`config.mk`:
```
export PLATFORM = sky130hd
export DESIGN_NAME = wave_render
export DESIGN_NICKNAME = d
export VERILOG_FILES = /design/src/rtl/wave_render.sv
export SDC_FILE = /design/constraint.sdc
export NUM_CORES = 1
export LEC_CHECK = 0
export CAP_MARGIN = 10
export CELL_PAD_IN_SITES_DETAIL_PLACEMENT = 1
export CELL_PAD_IN_SITES_GLOBAL_PLACEMENT = 1
export CORE_ASPECT_RATIO = 0.5
export CORE_MARGIN = 2
export CORE_UTILIZATION = 41
export DETAILED_ROUTE_END_ITERATION = 7
export PLACE_DENSITY_LB_ADDON = 0.1
export SYNTH_ARGS = -nofsm -noshare
export SYNTH_HDL_FRONTEND = slang
export SYNTH_SLANG_ARGS = --single-unit
```
`constraint.sdc`:
```
create_clock -name clk -period 10.71 [get_ports clk]
set_input_delay 1.071 -clock clk [delete_from_list [all_inputs] [get_ports clk]]
set_output_delay 1.071 -clock clk [all_outputs]
set_load 0.05 [all_outputs]
```
`src/rtl/wave_render.sv`:
```
// Oscilloscope-style waveform renderer: maps screen columns to RAM samples and lights
// the vertical segment joining neighbouring samples, two cycles behind the pixel scan.
module wave_render (
    input  logic        clk,
    input  logic        reset,
    input  logic [10:0] x,
    input  logic [9:0]  y,
    input  logic        valid,
    input  logic        read_index,
    input  logic [7:0]  read_value,
    output logic [8:0]  read_address,
    output logic        valid_pixel,
    output logic [7:0]  r,
    output logic [7:0]  g,
    output logic [7:0]  b,
    output logic        wave_display_idle
);

    typedef enum logic [1:0] {OUTSIDE, IN_WINDOW, DONE_ROW} row_state_t;

    row_state_t state, state_nxt;

    logic       in_window;
    logic [7:0] sample_idx;
    logic       row_entry;

    logic       s1_valid;
    logic       s1_win;
    logic [7:0] s1_level;
    logic [7:0] s1_idx;
    logic       s1_entry;

    logic [7:0] curr_sample;
    logic [7:0] prev_sample;
    logic [7:0] last_idx;

    logic [7:0] cs_new;
    logic [7:0] ps_new;
    logic [7:0] lo;
    logic [7:0] hi;
    logic       lit;

    assign in_window  = valid && (x >= 11'd256) && (x <= 11'd767) && (y <= 10'd511);
    assign sample_idx = 8'((x - 11'd256) >> 1);

    // Address is purely combinational so a read_index swap lands on the very next fetch.
    assign read_address = in_window ? {read_index, sample_idx} : 9'd0;

    // Row FSM: state register
    always_ff @(posedge clk) begin
        if (!reset) state <= OUTSIDE;
        else        state <= state_nxt;
    end

    // Row FSM: next state
    always_comb begin
        state_nxt = state;
        case (state)
            OUTSIDE:   if (in_window) state_nxt = IN_WINDOW;
            IN_WINDOW: if ((x > 11'd767) || !valid) state_nxt = DONE_ROW;
            DONE_ROW:  state_nxt = OUTSIDE;
            default:   state_nxt = OUTSIDE;
        endcase
    end

    // Row FSM: outputs
    always_comb begin
        row_entry = 1'b0;
        if (state == OUTSIDE && in_window) row_entry = 1'b1;
    end

    // RAM data arrives during stage 1, so the segment test runs on the values about to be
    // captured; this keeps the x/y -> pixel latency at two cycles.
    always_comb begin
        cs_new = ~read_value;
        if (s1_entry)                ps_new = cs_new;
        else if (s1_idx != last_idx) ps_new = curr_sample;
        else                         ps_new = prev_sample;
        lo  = (ps_new < cs_new) ? ps_new : cs_new;
        hi  = (ps_new < cs_new) ? cs_new : ps_new;
        lit = s1_valid && s1_win && (lo <= s1_level) && (s1_level <= hi);
    end

    always_ff @(posedge clk) begin
        if (!reset) begin
            s1_valid          <= 1'b0;
            s1_win            <= 1'b0;
            s1_level          <= 8'd0;
            s1_idx            <= 8'd0;
            s1_entry          <= 1'b0;
            curr_sample       <= 8'd0;
            prev_sample       <= 8'd0;
            last_idx          <= 8'd0;
            valid_pixel       <= 1'b0;
            r                 <= 8'h00;
            g                 <= 8'h00;
            b                 <= 8'h00;
            wave_display_idle <= 1'b0;
        end else begin
            s1_valid <= valid;
            s1_win   <= in_window;
            s1_level <= y[8:1];
            s1_idx   <= sample_idx;
            s1_entry <= row_entry;
            if (s1_win) begin
                curr_sample <= cs_new;
                prev_sample <= ps_new;
                last_idx    <= s1_idx;
            end
            valid_pixel       <= lit;
            r                 <= 8'h00;
            g                 <= lit ? 8'hFF : 8'h00;
            b                 <= 8'h00;
            wave_display_idle <= (y > 10'd511) || !valid;
        end
    end

endmodule

```
==> metrics.csv <==
stage,metric,value,unit
layout,Area Growth Syn to Fin,20.57,%
global_route,first-pass GRT wire length,10780,um
global_route,largest net degree at the start of global routing,48,
timing,setup TNS,0,ns
floorplanning,core area,6726,sq um
timing,final hold vios,0,
worst_setup_path,Startpoint Class,flop,
floorplanning,site row count,21,
timing,fmax,202.5,MHz
worst_setup_path,WP data arrival,5.12,ns
synthesis,mapped cell area,2877,sq um
timing,unrepaired setup endpoints after global routing,no,
routing,Routed WL,6246,um
synthesis,Yosys cell types,35,
synthesis,Synth area leaders,"dfxtp_1 33%, ha_1 10%, mux2i_1 8.4%",
global_route,gr usage total,17.71,%
timing,Tcrit/Tclk final,46.11,%
worst_setup_path,worst r2r path cells,19,
layout,fraction of layout cells with a size suffix above 1,6.647,%
floorplanning,I/O pins,68,
clocking,total CTS buffers,5,
clocking,clk sink count,47,
timing,Slew @ Worst Pin,1.014,ns
floorplanning,Initial Util,42.76,%
worst_setup_path,reg-to-reg endpoint,g[6]$_SDFF_PN0_,
floorplanning,chip width,122.5,um
worst_setup_path,Reg-to-Reg Start,last_idx[5]$_SDFFE_PN0P_,
worst_setup_path,Worst Setup EP,g[6]$_SDFF_PN0_,
place,# port buffers,49,
timing,"Slew Viols, Final",0,
global_route,number of global-route vias before repair,2277,
global_route,initial antenna violation count,0,
global_route,GR Layer Usage met1,21.26,%
layout,Layout Nets,401,
synthesis,Post-synth ARST share,0,%
routing,vias per cell,5.059,
synthesis,"Seq/Total Area, Yosys",32.71,%
power,maximum VDD drop,0.06207,mV
worst_setup_path,worst setup path start,last_idx[5]$_SDFFE_PN0P_,
worst_setup_path,R2R Setup Slk,5.77,ns
global_route,GR Layer Usage met3,4.891,%
timing,Slew Limit Headroom,31.97,%
synthesis,Mean Syn Cell Area,9.279,sq um
clocking,clock tree buffer depth,2,
synthesis,Synth area leader,dfxtp_1,
clocking,Post-CTS Setup Bufs,0,
worst_setup_path,Worst EP required,10.89,ns
worst_hold_path,worst min-delay path class,flop to flop,
clocking,Clock transition at path regs,0.07,ns
global_route,GRT Residual Overflow,0,
timing,Final setup viols,0,
outcome,status,completed,
global_route,busiest grt layer,met2,
place,Final HPWL DP,4801,um
worst_hold_path,HP Start,state[1]$_SDFFE_PN0P_,
synthesis,Cells after Synth,310,
synthesis,Yosys reg bits,47,
layout,Antenna diodes,0,
synthesis,YS warnings,0,
clocking,Clock Tree Root,clkbuf_16,
clocking,worst skew pair latency,0.29,ns
place,routability cong.,0.7778,
timing,Worst Skew,0.007516,ns
routing,Final ANT Viol Nets,0,
clocking,Hold Buf Count CTS,0,
routing,post-DR wirelength/cell,14.26,um
worst_setup_path,crit-path max FO,9,
routing,DR DRC count,0,
clocking,H-tree depth,2,
floorplanning,total die area,7743,sq um
power,total power per unit cell area,121.3,nW/um^2
flow_run,Max-Cap Viols,0,
routing,Initial DRC Count,54,
clocking,post-cts resize count,0,
synthesis,Post-synth top flop,dfxtp_1,
clocking,CTS tree,yes,
floorplanning,Die Y,63.23,um
place,dpl cells,430,
synthesis,share of the synthesized area in the top cell type,32.71,%
power,Leak,0.001596,uW
timing,minimum clock period,4.938,ns
routing,Vias,2216,
routing,Pre-antenna DRT Iters,4,
synthesis,"EDFF count, synth",0,
global_route,GRT met2 Usage,31.11,%
worst_setup_path,CP Capture Type,flop,
layout,Finished Layout Cells,438,
worst_setup_path,WS Path Type,flop to flop,
cell type report:
cell class | count | area (sq um)
multi-input combinational | 229 | 1718
clock buffer | 5 | 125.1
inverter | 11 | 41.29
fill | 780 | 3258
sequential | 47 | 940.9
clock inverter | 3 | 22.52
timing repair buffer | 51 | 505.5
tap | 92 | 115.1
sequential cells by signal (all words and copies together) (netlist names):
signal	cells
prev_sample	8
curr_sample	8
state	2
s1_level	8
s1_idx	8
wave_display_idle	1
s1_valid	1
last_idx	8
s1_win	1
s1_entry	1
g	1
logic make-up after synthesis:
| kind of cell | synth area share, % |
|---|---|
| flip-flops | 32.71 |
| multiplexers | 12.09 |
| XOR/XNOR | 2.436 |
| AND/OR/NAND/NOR | 18.40 |
| AO/OA/AOI/OAI | 14.70 |
| other | 0.1304 |
| buffers and inverters | 9.526 |
| adder cells (fa/ha/maj) | 10.00 |
synthesized netlist by cell type, drive strengths merged, types with 3 or more instances:
library cell	n
a21boi	14
a21o	12
a21oi	6
and2	17
and3	9
buf	24
clkbuf	14
dfxtp	47
ha	23
inv	11
mux2	8
mux2i	25
nand2	26
nand2b	8
nand3	4
nand4	3
nor2	7
nor2b	14
nor4bb	3
o211a	8
o21a	4
o21ai	3
xor2	8
layer usage:
layer / routed length [um] / share of wire, %
met5: 0 / 0
met4: 72 / 1.2
met3: 330 / 5.3
met2: 2969 / 48
met1: 2874 / 46
layout by cell type (no fill, tap or decap), types with 3 or more instances in the layout:
| cell type | Yosys | final |
|---|---|---|
| clkdlybuf4s50_1 | 0 | 49 |
| dfxtp_1 | 47 | 47 |
| nand2_1 | 25 | 25 |
| mux2i_1 | 24 | 24 |
| ha_1 | 23 | 23 |
| and2_1 | 17 | 17 |
| conb_1 | 1 | 16 |
| a21boi_0 | 14 | 14 |
| nor2b_1 | 14 | 14 |
| a21o_1 | 12 | 12 |
| inv_1 | 11 | 11 |
| and3_1 | 9 | 9 |
| xor2_1 | 8 | 8 |
| nand2b_1 | 8 | 8 |
| o211a_1 | 8 | 8 |
| nor2_1 | 7 | 7 |
| mux2_2 | 7 | 7 |
| a21oi_1 | 6 | 6 |
| clkbuf_16 | 0 | 5 |
| nand3_1 | 4 | 4 |
| o21a_1 | 4 | 4 |
| nand4_1 | 3 | 3 |
| nor4bb_1 | 3 | 3 |
| o21ai_0 | 3 | 3 |
worst max-delay path: stages (launching register included):
cell and delay, ns:
dfxtp_1 0.33, xor2_1 0.17, nor4_1 0.50, nand2_4 0.24, mux2i_1 0.36, a21boi_0 0.15, ha_1 0.32, a21o_1 0.17
a21oi_1 0.17, o22ai_1 0.14, nor2_1 0.15, a2bb2oi_2 0.42, mux2_2 0.40, ha_1 0.29, nor2b_1 0.13, o21a_1 0.16
o21a_1 0.16, o21ai_0 0.15, a221oi_1 0.11, a211oi_1 0.29
worst min-delay path by stage:
stage                                  endpoint  slack [ns]  cells past startpoint
after floorplan             s1_entry$_SDFF_PN0_        0.41                      1
after global placement    state[1]$_SDFFE_PN0P_        0.44                      1
after detailed placement  state[1]$_SDFFE_PN0P_        0.45                      1
after CTS                 state[1]$_SDFFE_PN0P_        0.47                      1
after global routing      state[0]$_SDFFE_PN0P_        0.50                      1
final                     state[1]$_SDFFE_PN0P_        0.46                      1
per-stage QoR:
stage                     setup slack (ns)  instance area, sq um  hold slack, ns  power (uW)  utilization, %
final                                5.772                  3468          0.4619       420.6           51.56
after global routing                 5.416                  3468          0.5041       445.7           51.56
after CTS                            5.746                  3468          0.4662       426.9           51.56
after detailed placement             5.600                  3321          0.4540       267.3           49.37
after global placement               5.693                  3321          0.4353       264.0           49.37
after floorplan                      6.540                  2933          0.4136       246.3               -
where the power goes:
part           internal, uW  switching (uW)
clock network          87.4            70.4
registers               180            3.27
logic                  34.4            45.3
(Power assumes the default switching activity.)
